**config.mk**
```make
export PLATFORM = sky130hd
export DESIGN_NAME = wbs_checkbit_port
export DESIGN_NICKNAME = d
export VERILOG_FILES = /design/src/rtl/wbs_checkbit_port.sv
export SDC_FILE = /design/constraint.sdc
export NUM_CORES = 1
export LEC_CHECK = 0
export BUFFER_PORTS_ARGS = -buffer_cell sky130_fd_sc_hd__buf_2
export CORE_AREA = 2 2 123 136
export CTS_BUF_LIST = sky130_fd_sc_hd__clkbuf_4 sky130_fd_sc_hd__clkbuf_8
export DETAILED_ROUTE_END_ITERATION = 16
export DIE_AREA = 0 0 125 138
export HOLD_SLACK_MARGIN = 0.03
export PLACE_DENSITY = 0.55
export SLEW_MARGIN = 20
export SYNTH_ARGS = -nofsm -noshare
export SYNTH_HDL_FRONTEND = slang
export SYNTH_SLANG_ARGS = --single-unit
```
**constraint.sdc**
```tcl
create_clock -name wb_clk_i -period 4.3 [get_ports wb_clk_i]
set_input_delay 0.86 -clock wb_clk_i [delete_from_list [all_inputs] [get_ports wb_clk_i]]
set_output_delay 0.86 -clock wb_clk_i [all_outputs]
set_load 0.005 [all_outputs]
```
**src/rtl/wbs_checkbit_port.sv**
```systemverilog
// Wishbone status port driving the 16-bit checkbit pads, with pass/fail flags
// and a watchdog that substitutes a timeout code when firmware stops writing.
module wbs_checkbit_port #(
    parameter logic [15:0] PASS_CODE = 16'hAB6A,
    parameter logic [15:0] FAIL_CODE = 16'hAB6F,
    parameter logic [15:0] TO_CODE   = 16'hABEE,
    parameter int unsigned WDOG_W    = 24
) (
    input  logic        wb_clk_i,
    input  logic        wb_rst_i,
    input  logic        wbs_cyc_i,
    input  logic        wbs_stb_i,
    input  logic        wbs_we_i,
    input  logic [3:0]  wbs_adr_i,
    input  logic [3:0]  wbs_sel_i,
    input  logic [31:0] wbs_dat_i,
    output logic [31:0] wbs_dat_o,
    output logic        wbs_ack_o,
    output logic [15:0] checkbits_o,
    output logic [15:0] checkbits_oeb_o,
    output logic        pass_o,
    output logic        wdog_irq_o
);

    localparam logic [1:0] REG_CODE   = 2'd0;
    localparam logic [1:0] REG_CTRL   = 2'd1;
    localparam logic [1:0] REG_WLOAD  = 2'd2;
    localparam logic [1:0] REG_STATUS = 2'd3;

    logic              ack_q,   ack_d;
    logic [31:0]       dat_q,   dat_d;
    logic [15:0]       code_q,  code_d;
    logic              oe_q,    oe_d;
    logic              en_q,    en_d;
    logic [WDOG_W-1:0] load_q,  load_d;
    logic [WDOG_W-1:0] cnt_q,   cnt_d;
    logic              exp_q,   exp_d;
    logic              pass_q,  pass_d;
    logic              fail_q,  fail_d;
    logic [7:0]        wcnt_q,  wcnt_d;
    logic [15:0]       cb_q,    cb_d;
    logic [15:0]       oeb_q,   oeb_d;

    logic        access, wr, rd;
    logic        code_wr, clr, expire;
    logic [31:0] bmask;
    logic [31:0] rdata;

    always_comb begin
        access  = wbs_cyc_i & wbs_stb_i & ~ack_q;
        wr      = access & wbs_we_i;
        rd      = access & ~wbs_we_i;
        bmask   = {{8{wbs_sel_i[3]}}, {8{wbs_sel_i[2]}}, {8{wbs_sel_i[1]}}, {8{wbs_sel_i[0]}}};
        code_wr = 1'b0;
        clr     = 1'b0;
        expire  = 1'b0;

        ack_d  = access;
        dat_d  = '0;
        code_d = code_q;
        oe_d   = oe_q;
        en_d   = en_q;
        load_d = load_q;
        cnt_d  = cnt_q;

        unique case (wbs_adr_i[3:2])
            REG_CODE:   rdata = {16'h0, code_q};
            REG_CTRL:   rdata = {30'h0, en_q, oe_q};
            REG_WLOAD:  rdata = 32'(load_q);
            REG_STATUS: rdata = {16'h0, wcnt_q, 5'h0, fail_q, pass_q, exp_q};
            default:    rdata = '0;
        endcase
        if (rd)
            dat_d = rdata;

        // Watchdog tick; a load of 0 or 1 expires on the following edge.
        if (en_q && !exp_q) begin
            if (cnt_q <= WDOG_W'(1)) begin
                cnt_d  = '0;
                expire = 1'b1;
            end else begin
                cnt_d = cnt_q - WDOG_W'(1);
            end
        end

        if (wr) begin
            unique case (wbs_adr_i[3:2])
                REG_CODE: begin
                    code_wr = |wbs_sel_i;
                    code_d  = (code_q & ~bmask[15:0]) | (wbs_dat_i[15:0] & bmask[15:0]);
                end
                REG_CTRL: begin
                    if (wbs_sel_i[0]) begin
                        oe_d = wbs_dat_i[0];
                        en_d = wbs_dat_i[1];
                        clr  = wbs_dat_i[2];
                        if (wbs_dat_i[1] && !en_q)
                            cnt_d = load_q;
                    end
                end
                REG_WLOAD:
                    load_d = (load_q & ~bmask[WDOG_W-1:0]) | (wbs_dat_i[WDOG_W-1:0] & bmask[WDOG_W-1:0]);
                default: ;
            endcase
        end

        // A code write is proof of life: it reloads and overrides a same-cycle expiry.
        if (code_wr) begin
            cnt_d  = load_q;
            expire = 1'b0;
        end

        exp_d  = (clr ? 1'b0 : exp_q) | expire;
        pass_d = (clr ? 1'b0 : pass_q) | (code_wr && code_d == PASS_CODE);
        fail_d = (clr ? 1'b0 : fail_q) | (code_wr && code_d == FAIL_CODE);
        wcnt_d = (clr ? 8'h00 : wcnt_q) + 8'(code_wr);

        cb_d  = exp_q ? TO_CODE : code_q;
        oeb_d = {16{~oe_q}};
    end

    always_ff @(posedge wb_clk_i or posedge wb_rst_i) begin
        if (wb_rst_i) begin
            ack_q  <= 1'b0;
            dat_q  <= '0;
            code_q <= '0;
            oe_q   <= 1'b0;
            en_q   <= 1'b0;
            load_q <= '1;
            cnt_q  <= '0;
            exp_q  <= 1'b0;
            pass_q <= 1'b0;
            fail_q <= 1'b0;
            wcnt_q <= '0;
            cb_q   <= '0;
            oeb_q  <= '1;
        end else begin
            ack_q  <= ack_d;
            dat_q  <= dat_d;
            code_q <= code_d;
            oe_q   <= oe_d;
            en_q   <= en_d;
            load_q <= load_d;
            cnt_q  <= cnt_d;
            exp_q  <= exp_d;
            pass_q <= pass_d;
            fail_q <= fail_d;
            wcnt_q <= wcnt_d;
            cb_q   <= cb_d;
            oeb_q  <= oeb_d;
        end
    end

    assign wbs_ack_o       = ack_q;
    assign wbs_dat_o       = dat_q;
    assign checkbits_o     = cb_q;
    assign checkbits_oeb_o = oeb_q;
    assign pass_o          = pass_q;
    assign wdog_irq_o      = exp_q;

endmodule
```
Word-level counts from Yosys, hierarchy flattened --
Cells that the tools add are included. W data, S select, Z words.
Storage, ports and cells: latch bits 0, memory bits (writable) 0, output and inout bits 67, memories 0, input port bits 45, word-level logic and storage cells 73, flip-flop bits (word level) 127, bits in read-only memories 0
Cells by class: magnitude comparators 1, reductions and logical operators 10, multiplexer cells 24, multiply operators 0, equal/unequal tests 5, div/mod/pow operators 0, shift-type cells 0, add/subtract/negate cells 2, bitwise operators 18
Operator list (count):
- $mux W24 | 7
- $pmux W32 S4 | 1
- $and A24 B24 Y24 | 2
- $mux W16 | 3
- $and A16 B16 Y16 | 2
- $eq A16 B16 Y1 const B | 2
- $mux W32 | 1
- $le A24 B1 Y1 const B | 1
- $not A24 Y24 | 1
- $or A24 B24 Y24 | 1
- $sub A24 B1 Y24 const B | 1
- $not A16 Y16 | 1
- $or A16 B16 Y16 | 1
- $mux W1 | 11
- $add A8 B1 Y8 | 1
- $mux W8 | 1
- $and A1 B1 Y1 | 4
- $eq A2 B2 Y1 const B | 2
- $logic_and A1 B1 Y1 | 4
- $reduce_or A4 Y1 | 1
- $not A1 Y1 | 3
- $or A1 B1 Y1 | 3
- $reduce_and A3 Y1 | 1
- $eq A2 B1 Y1 const B | 1
- 3 further kinds | 4

Logic depth before layout (Yosys ltp) --
Gate-level depths: netlist (run 1).
depth in word-level cells 8, depth in mapped cells 10, gate-level depth less buffers 9

Least setup slack after synthesis (run 1) --
OpenSTA, ideal clock, no wires.
path type input to register, start point input port wbs_adr_i[3], end point register wcnt_q[6], path slack 1509 ps, library setup time 122 ps, cell stages on the path 10, buffers on the path 1, data arrival time 2669 ps, required time 4178 ps, path through clkbuf_1 > nand2b_1 > nor3_1 > nand2_1 > and2_1 > ha_1 > ha_1 > nand3_1 > xor2_1 > nor2_1
Between the ends: cells in the longest elaborated chain, start to end 5, elaborated cells on any way between the ends 8, those cells by class 1 x add/sub; 1 x eq/ne; 5 x mux; 1 x reduce/logical
RTL lines:
- start, declared | line 14 | input logic [3:0] wbs_adr_i,
- $eq A2 B1 Y1 | line 87 | unique case (wbs_adr_i[3:2])
- $mux W1 | line 87
- $mux W1 | line 86 | if (wr) begin
- $mux W8 | line 116 | wcnt_d = (clr ? 8'h00 : wcnt_q) + 8'(code_wr);
- $add A8 B1 Y8 * | line 116
- via wcnt_d[6] | line 40 | logic [7:0] wcnt_q, wcnt_d;
- end signal, assigned | line 148 | wcnt_q <= wcnt_d;
- end, declared | line 40
The timed path passes the listed nets; every way through them passes the cells marked *. A chain may end at the register's enable or synchronous reset.

Worst setup path in the final report (run 1) --
start point input port wbs_cyc_i, end point register wcnt_q[6]
Between the ends: cells in the longest elaborated chain, start to end 6, elaborated cells on any way between the ends 7, those cells by class 1 x add/sub; 3 x mux; 3 x bitwise
RTL lines:
- start, declared | line 11 | input logic wbs_cyc_i,
- $and A1 B1 Y1 * (2 in a row) | line 50 | access = wbs_cyc_i & wbs_stb_i & ~ack_q;
- $and A1 B1 Y1 * | line 51 | wr = access & wbs_we_i;
- $mux W1 | line 86
- $mux W8 | line 116
- $add A8 B1 Y8 * | line 116
- via wcnt_d[6] | line 40
Marks and branches as above.

==> results of run 1 <==
## cells in the mapped netlist (3+ instances only)
master	n
nor2b_1	8
buf_4	23
and2_1	4
and3_1	10
nand4_1	5
nand3_1	10
o21ai_1	3
dfrtp_1	94
nor2_1	49
mux2i_1	16
buf_2	3
or3_1	3
clkbuf_1	16
dfstp_2	25
or4_1	3
nor3_1	7
xor2_1	19
or2_2	14
ha_1	4
inv_1	7
nand4b_1	6
mux2_2	41
nand2_1	41
o21ai_0	17
xnor2_1	8
nor4_1	5
o31ai_1	8
a21oi_1	11
## through the flow
stage | util (%) | instances | setup WS (ns) | instance area, µm²
floorplan | - | 490 | 0.3239 | 5479
global placement | 37.30 | 750 | 1.086 | 5992
detailed placement | 37.30 | 750 | 1.028 | 5992
CTS | 39.66 | 782 | 1.502 | 6370
global route | 39.66 | 782 | 1.263 | 6370
finish | 39.66 | 782 | 1.483 | 6370
## layout make-up
type	instances	area [µm²]
Timing Repair Buffer	98	503.0
Clock buffer	21	276.5
Fill cell	1584	9693
Inverter	7	28.78
Sequential cell	119	3009
Multi-Input combinational cell	322	2196
Tap cell	204	255.2
Clock inverter	11	101.3
## worst paths after layout
path | start | to | slack (ns) | cells after the start
min | oe_q | checkbits_oeb_o[0] | 0.40 | 1
min reg2reg | oe_q | checkbits_oeb_o[0] | 0.40 | 1
max | wbs_cyc_i | wcnt_q[6] | 1.48 | 10
max in group asynchronous | wb_rst_i | asynchronous set/reset pin | 2.77 | 3
max reg2reg | wbs_ack_o | wcnt_q[6] | 1.51 | 9
min in group asynchronous | wb_rst_i | wbs_dat_o[23] | 0.59 | 2
## kinds of logic (layout without fill, tap and decap cells)
group,after synthesis,in the layout,share of synthesized area (%)
AOI/OAI and AO/OA,45,45,4.933
xor gates and xnor gates,27,27,4.337
adders and majority gates,4,4,0.9179
buffers and inverters,49,137,5.025
DFF,119,119,55.19
muxes,59,59,12.23
other,1,8,0.06877
and+or+nand+nor,179,179,17.30
## per-layer routing
layer,vias to the layer above,share of wire (%)
met2,113,50
li1,1798,-
met5,-,0
met4,0,1.8
met1,1887,43
met3,16,4.9
## report_power, final
group	switching, µW	leakage (µW)	internal (µW)
logic	356	0.00135	317
registers	169	0.00150	1360
clock network	459	0.000185	499
==> reports/results.ini, run 1 <==
[global_routing]
grt-ovfl-total = 0
use_met3_pct = 3.793
antenna_found_initial = 0
gr-usage-all-layers_pct = 14.94
use_met1_pct = 18.23
grt_pass1_wl_um = 20440
grt_max_degree = 69
use_met2_pct = 25.09
busiest_layer = met2
grt_pass1_vias = 3966

[clock_tree]
cts_setup_buffers = 0
cts_resized = 0
clkSinkCount = 119
cts_buffers = 17
clock-root-buffer = clkbuf_8
h-tree-depth = 4
path_clk_slew_ns = 0.07
clk_latency_ns = 0.45
cts_tree = done
cts_max_path_buffers = 2
holdBufCountCts = 0

[worst_setup_path]
crit_path_frequent_cell = ha_1
crit_path_cell_trace = buf_2 > nand3b_1 > nor3_1 > nand2_1 > and2_1 > ha_1 > ha_1 > nand3_1 > xor2_1 > nor2_1
cp.required_ns = 4.62
path_delay_family = simple AND/OR/NAND/NOR gates
crit_buf_inv = 1
path_class = in2reg
crit_path_max_fanout = 8
cp_slowest_cell = nor3_1
end_kind = flip-flop
cp.arrival_ns = 3.14
cp-start-kind = primary input
crit_path_max_incr_delay_ns = 0.60

[cells_and_area]
layout_common_cells = dfrtp_1 (94), buf_2 (93), nor2_1 (49)
fin_nets = 614
drive_above_1_share_pct = 37.37
layout_commonest_cell = dfrtp_1
syn2layout_area_growth_pct = 16.82
insertedDiodeCount = 0

[logic_synthesis]
ys_types = 47
yosysTopAreaCell = dfrtp_1
ys_warn_count = 0
ys_ff_latch = 119
ys_top_cells_by_area = dfrtp_1 (43%), dfstp_2 (12%), mux2_2 (8.5%)
synthFlopType = dfrtp_1
synth_top_area_share_pct = 43.14
synth_edf_count = 0
ys_async_sr_fraction_pct = 100.0
syn_inst = 483
ys_seq_area_share_pct = 55.19
syn_area_mm2 = 0.005453
avgSynthCellArea_um2 = 11.29

[sta]
slew_violations = 0
setup_violations = 0
rsz0062_at_grt = false
period_share_pct = 65.51
period_minus_slack_ns = 2.817
clock.fmax_mhz = 355.0
tightestPinTransition_ns = 1.013
fin_skew_ns = 0.02161
slew_headroom_pct = 32.48
hold_ws_ns = 0.4049
finalHoldViolCount = 0
fin_setup_tns_ns = 0

[drt]
dr_total_vias = 3814
dr.pass1.iters = 5
post-route-drc-count = 0
drt_wl_total_um = 12360
vias_per_cell = 4.877
wl_per_cell_um = 15.80
drt_iter0_markers = 165
antenna_left = 0

[pwr]
cellLeakagePower_uw = 0.003034
power.density_mw_per_mm2 = 496.8
ir_worst_vdd_uv = 214.2
finalPower_uw = 3164

[die]
pin_count = 112
rows = 49
die_h_um = 138
dieArea_mm2 = 0.01725
die_w_um = 125
core_area_mm2 = 0.01606
start_util_pct = 33.95

[place]
io_buffer_count = 93
gp_congestion = 0.7995
post-dp-hpwl_um = 8683

[min_path]
hp-class = reg2reg

[run_status]
status = complete, no violations

[job]
maxCapViolCount = 0

Power figures use the tool's default switching activity.
==> run 2: changes to the inputs <==
Settings changed: ABC_AREA set to 1, CORE_AREA 2 2 123 136 to 2 2 127 142, DIE_AREA 0 0 125 138 to 0 0 129 144, PLACE_DENSITY 0.55 to 0.57.
Clock period 4.3 ns to 2.4 ns, I/O delays scaled along.
==> reports/results.ini, run 2 <==
[logic_synthesis]
avgSynthCellArea_um2 = 8.372  ; -26%
synthAdderAreaFrac_pct = 0.8467  ; -0.071 points
ys_ff_latch = 119  ; unchanged
ys_warn_count = 0  ; unchanged
ys_async_sr_fraction_pct = 100.0  ; unchanged
synthMuxAreaShare_pct = 1.122  ; -11 points
yosysTopAreaCell = dfrtp_1
ys_top_cells_by_area = dfrtp_1 (40%), nand2_1 (12%), dfstp_2 (11%)
synth_xor_area_share_pct = 2.371  ; -2.0 points
synth_top_area_share_pct = 39.80  ; -3.3 points
synth_compound_area_share_pct = 7.240  ; +2.3 points
ys_top_cells_by_count = nand2_1 (188), inv_1 (95), dfrtp_1 (94)
syn_inst = 706  ; +46%
ys_seq_area_share_pct = 50.91  ; -4.3 points
synth_most_common_cell = nand2_1
ys_types = 41  ; -13%
syn_area_mm2 = 0.005911  ; +8.4%
synthFlopType = dfrtp_1
synth_edf_count = 0  ; unchanged
synth_top_family_by_area = simple AND/OR/NAND/NOR gates
synth_simple_gate_area_share_pct = 25.97  ; +8.7 points

[drt]
drt_wl_total_um = 14640  ; +18%
drt_iter0_markers = 213  ; +29%
wl_per_cell_um = 13.92  ; -12%
antenna_left = 0  ; unchanged
post-route-drc-count = 0  ; unchanged
dr_total_vias = 4675  ; +23%
dr.pass1.iters = 5  ; unchanged
vias_per_cell = 4.444  ; -8.9%

[pwr]
ir_worst_vdd_uv = 281.0  ; +31%
pwr-share-seq_pct = 44.5  ; -4.0 points
power.density_mw_per_mm2 = 866.4  ; +74%
finalPower_uw = 6064  ; +92%
p_sw_uw = 1991  ; +100%
swShare_pct = 32.83  ; +1.7 points
pwr-share-comb_pct = 23.7  ; +2.4 points
clkPwrFrac_pct = 31.8  ; +1.5 points
internal_power_uw = 4074  ; +87%
cellLeakagePower_uw = 0.003649  ; +20%

[sta]
clock.fmax_mhz = 501.3
period_share_pct = 83.12
slew_headroom_pct = 65.18  ; +33 points
finalHoldViolCount = 0  ; unchanged
tightestPinTransition_ns = 0.5209  ; -0.4920 ns
period_minus_slack_ns = 1.995
slew_violations = 0  ; unchanged
rsz0062_at_grt = false
setup_violations = 0  ; unchanged
fin_skew_ns = 0.009575  ; -0.01203 ns
fin_setup_tns_ns = 0  ; unchanged

[worst_setup_path]
crit_path_max_fanout = 7  ; -1
cp-start-kind = flip-flop
worst_r2r_path_depth = 10  ; +1
path_class = reg2reg
r2r_slack_ns = 0.41  ; -1.10 ns
cp.required_ns = 2.76  ; -1.86 ns
r2r-end = wcnt_q[6]
rr_startpoint = wbs_ack_o
cp.arrival_ns = 2.35  ; -0.79 ns
end_kind = flip-flop

[die]
pin_count = 112  ; unchanged
die_h_um = 144  ; +4.3%
start_util_pct = 34.18  ; +0.23 points
die_w_um = 129  ; +3.2%
rows = 51  ; +4.1%
core_area_mm2 = 0.01729  ; +7.7%
dieArea_mm2 = 0.01858  ; +7.7%

[clock_tree]
cts_tree = done
cts_resized = 0  ; unchanged
clock-root-buffer = clkbuf_8
cts_setup_buffers = 0  ; unchanged
cts_buffers = 17  ; unchanged
cts_max_path_buffers = 2  ; unchanged
holdBufCountCts = 0  ; unchanged
clkSinkCount = 119  ; unchanged
h-tree-depth = 4  ; unchanged
path_clk_slew_ns = 0.07  ; about the same
clk_latency_ns = 0.44  ; about the same

[cells_and_area]
syn2layout_area_growth_pct = 18.42
multi_input_area_mm2 = 0.002250  ; +2.5%
fin_nets = 850  ; +38%
layout_common_cells = nand2_1 (188), inv_1 (94), dfrtp_1 (94)
layout_commonest_cell = nand2_1
seq_area_mm2 = 0.003009  ; unchanged
nFillCells = 1807  ; +14%
drive_above_1_share_pct = 26.17  ; -11 points
insertedDiodeCount = 0  ; unchanged

[global_routing]
antenna_found_initial = 0  ; unchanged
gr-usage-all-layers_pct = 16.88  ; +1.9 points
grt_pass1_wl_um = 23720  ; +16%
grt_max_degree = 80  ; +16%
grt_pass1_vias = 4601  ; +16%
grt-ovfl-total = 0  ; unchanged

[run_status]
status = complete, no violations

[min_path]
hp-class = in2async

[job]
maxCapViolCount = 0  ; unchanged

[place]
post-dp-hpwl_um = 11070  ; +28%
gp_congestion = 0.8667  ; +8.4%
io_buffer_count = 93  ; unchanged

[run 2: cell count changes in the layout (fill, tap and decap cells not counted), sizes merged, moves of 9 or more]
cell   change
inv      +100
nand3     +23
mux2      -36
buf        +9
and3      -10
o22ai     +16
or2       -14
mux2i     -15
nand4      +9
nor2      +38
nand2    +152
o21ai     +17
[run 2: logic make-up after synthesis]
logic type | count (synthesis)
AND/OR/NAND/NOR | 337
buffers and inverters | 148
flip-flops | 119
AO/OA/AOI/OAI | 75
XOR/XNOR | 16
multiplexers | 6
adder cells (fa/ha/maj) | 4
other | 1
[run 2: stage by stage]
step                      hold slack, ns  std cells  util (%)  worst slack, ns  instance area (µm²)
final                             0.1222       1052     40.47           0.4052                 6999
after detailed placement          0.4220       1020     38.01           0.2521                 6574
after global placement            0.4188       1020     38.01           0.3155                 6574
after CTS                         0.1032       1052     40.47           0.3830                 6999
after floorplan                   0.3733        713         -           0.4850                 5941
after global routing              0.1143       1052     40.47           0.2576                 6999
[run 2: critical path, cell delays in order, from the launching register on]
cell and delay [ns]:
dfrtp_1 0.41, inv_2 0.06, nand3_2 0.12, nor2_8 0.20, nand3_2 0.11, inv_1 0.16
ha_1 0.22, ha_1 0.19, nand3_1 0.13, nor2_1 0.14, xor2_1 0.17
[run 2: power groups by stage]
stage | clock network (µW) | registers, µW | logic (µW)
2_1_floorplan | 0 | 2680 | 1100
3_3_place_gp | 0 | 2720 | 1420
3_5_place_dp | 0 | 2730 | 1440
4_1_cts | 1990 | 2700 | 1450
5_1_grt | 2070 | 2750 | 1640
6_report | 1930 | 2700 | 1440
[run 2: how the worst max path moves through the flow]
stage	slack, ns	startpoint	cells past startpoint	endpoint
2_1_floorplan	0.49	wb_rst_i	1	checkbits_o[0]
3_3_place_gp	0.32	wbs_sel_i[1]	10	wcnt_q[6]
3_5_place_dp	0.25	wbs_stb_i	10	wcnt_q[6]
4_1_cts	0.38	wbs_ack_o	10	wcnt_q[6]
5_1_grt	0.26	wbs_ack_o	11	wcnt_q[7]
6_report	0.41	wbs_ack_o	10	wcnt_q[6]
[run 2: layout make-up]
type	instances	area share (%)
multi-input cells	446	32.14
inverters	110	6.024
well taps	238	4.255
repair buffers	107	8.509
clock buffers	21	3.951
flip-flops and latches	119	42.99
clock inverters	11	2.127
[run 2: metal layers]
metal | vias to the layer above | wire, µm | share of wire, % | track usage [%]
li1 | 2367 | - | - | -
met1 | 2218 | 6448 | 44 | 21.12
met2 | 77 | 7556 | 52 | 28.43
met3 | 13 | 431 | 2.9 | 3.848
met4 | 0 | 206 | 1.4 | 6.465
met5 | - | 0 | 0 | 0
==> run 3: changes to the inputs <==
Clock period 2.4 ns to 1.76 ns, I/O delays scaled along.
==> reports/results.ini, run 3 (synthesis gave the netlist of run 2 again) <==
[run_status]
status = complete, no violations

[worst_setup_path]
cp.required_ns = 2.10  ; -0.66 ns
cp_slowest_cell = dfrtp_1
end_kind = flip-flop
cp-start-kind = flip-flop
path_class = reg2reg
crit_path_cell_trace = inv_2 > nand3_4 > nor2_8 > nand2_4 > nor2_4 > nor2_4 > ha_4 > ha_4 > nand3_4 > nor2_2 > xor2_1
r2r_slack_ns = 0.09  ; -0.32 ns
crit_path_max_incr_delay_ns = 0.40  ; about the same
cp.arrival_ns = 2.01  ; -0.34 ns
crit_path_max_fanout = 5  ; -2

[global_routing]
antenna_found_initial = 0  ; unchanged
grt-ovfl-total = 0  ; unchanged
grt_pass1_wl_um = 24470  ; +3.2%
grt_pass1_vias = 4809  ; +4.5%
grt_max_degree = 89  ; +11%
gr-usage-all-layers_pct = 17.37  ; +0.50 points

[clock_tree]
clock-root-buffer = clkbuf_8
clk_latency_ns = 0.45  ; about the same
h-tree-depth = 4  ; unchanged
cts_buffers = 17  ; unchanged
holdBufCountCts = 0  ; unchanged
clkSinkCount = 119  ; unchanged
path_clk_slew_ns = 0.08  ; about the same
cts_max_path_buffers = 2  ; unchanged
cts_tree = done

[cells_and_area]
fin_nets = 900  ; +5.9%
layout_common_cells = nand2_1 (188), dfrtp_1 (94), inv_1 (93), buf_2 (93), nor2_1 (67)
insertedDiodeCount = 0  ; unchanged
layout_commonest_cell = nand2_1
syn2layout_area_growth_pct = 26.46
stdcell_area_mm2 = 0.007475  ; +6.8%
drive_above_1_share_pct = 32.33  ; +6.2 points

[sta]
hold_ws_ns = 0.03922  ; -0.08297 ns
period_minus_slack_ns = 1.671  ; -0.3236 ns
fin_setup_tns_ns = 0  ; unchanged
finalHoldViolCount = 0  ; unchanged
slew_violations = 0  ; unchanged
fin_skew_ns = 0.01265  ; +0.003079 ns
clock.fmax_mhz = 598.4  ; +19%
period_share_pct = 94.96  ; +12 points
setup_violations = 0  ; unchanged

[die]
start_util_pct = 34.18  ; unchanged
die_h_um = 144  ; unchanged
core_area_mm2 = 0.01729  ; unchanged
pin_count = 112  ; unchanged
die_w_um = 129  ; unchanged
dieArea_mm2 = 0.01858  ; unchanged
rows = 51  ; unchanged

[drt]
wl_per_cell_um = 13.73  ; -1.4%
drt_iter0_markers = 218  ; +2.3%
dr.pass1.iters = 5  ; unchanged
post-route-drc-count = 0  ; unchanged
dr_total_vias = 4922  ; +5.3%
antenna_left = 0  ; unchanged
drt_wl_total_um = 15110  ; +3.2%
vias_per_cell = 4.470  ; +0.60%

[place]
io_buffer_count = 93  ; unchanged
gp_congestion = 0.8964  ; +3.4%
dpl-instance-area_mm2 = 0.006942  ; +5.6%
post-dp-hpwl_um = 11490  ; +3.7%

[pwr]
cellLeakagePower_uw = 0.003875  ; +6.2%
ir_worst_vdd_uv = 442.7  ; +58%
power.density_mw_per_mm2 = 1148  ; +32%

[job]
maxCapViolCount = 0  ; unchanged

[min_path]
hp-class = in2async

-- run 3: cell count changes in the layout (fill, tap and decap cells not counted), sizes merged --
cell,previous run,this run
clkinvlp,4,5
buf,107,157
clkinv,6,2
clkbuf,21,23
-- run 3: layer usage --
layer | GRT usage [%] | part of all wire [%] | vias to the layer above
li1 | - | - | 2469
met1 | 21.23 | 44 | 2343
met2 | 29.10 | 50 | 83
met3 | 4.587 | 3.7 | 27
met4 | 7.265 | 2.6 | 0
met5 | 0 | 0 | -
-- run 3: stage by stage --
step | util [%] | setup WS, ns | cells | total power [µW]
3_5_place_dp | 40.14 | -0.06416 | 1066 | 5930
4_1_cts | 42.53 | 0.03276 | 1097 | 8566
2_1_floorplan | - | -0.02695 | 713 | 5166
5_1_grt | 43.22 | -0.02513 | 1101 | 9150
3_3_place_gp | 40.14 | -0.02605 | 1066 | 5890
6_report | 43.22 | 0.08874 | 1101 | 8580
-- run 3: layout make-up --
type	instances	area, µm²
clock buffer	23	285.3
fill	1759	9818
tap	238	297.8
sequential	119	3009
clock inverter	8	125.1
multi-input combinational	446	2374
inverter	110	421.7
timing repair buffer	157	962.2
-- run 3: where the power goes --
group | switching, µW | internal [µW]
sequential | 363 | 3320
combinational | 1380 | 934
clock | 1080 | 1500
total | 2820 | 5760
-- run 3: worst paths after layout --
path	start	to	depth (start not counted)
max	wbs_ack_o	wcnt_q[6]	11
min	wb_rst_i	cnt_q[5]	3
max reg2reg	wbs_ack_o	wcnt_q[6]	11
min reg2reg	oe_q	checkbits_oeb_o[0]	1
max in group asynchronous	wb_rst_i	asynchronous set/reset pin	3
min in group wb_clk_i	wbs_dat_i[23]	flip-flop	2
-- run 3: what timing repair did --
| item | in CTS | in global routing |
|---|---|---|
| endpoints found under the hold margin | 0 | 0 |
| pin swaps | 0 | 7 |
| endpoints found under the setup margin | 3 | 27 |
| buffers inserted | 0 | 4 |
| gates resized for setup | 3 | 22 |
-- run 3: worst max-delay path, delay by kind of cell (launching register included) --
kind	cells	cell delay, ns
XOR/XNOR	1	0.13
buffers and inverters	1	0.07
flip-flops	1	0.40
adder cells (fa/ha/maj)	2	0.34
AND/OR/NAND/NOR	7	0.61
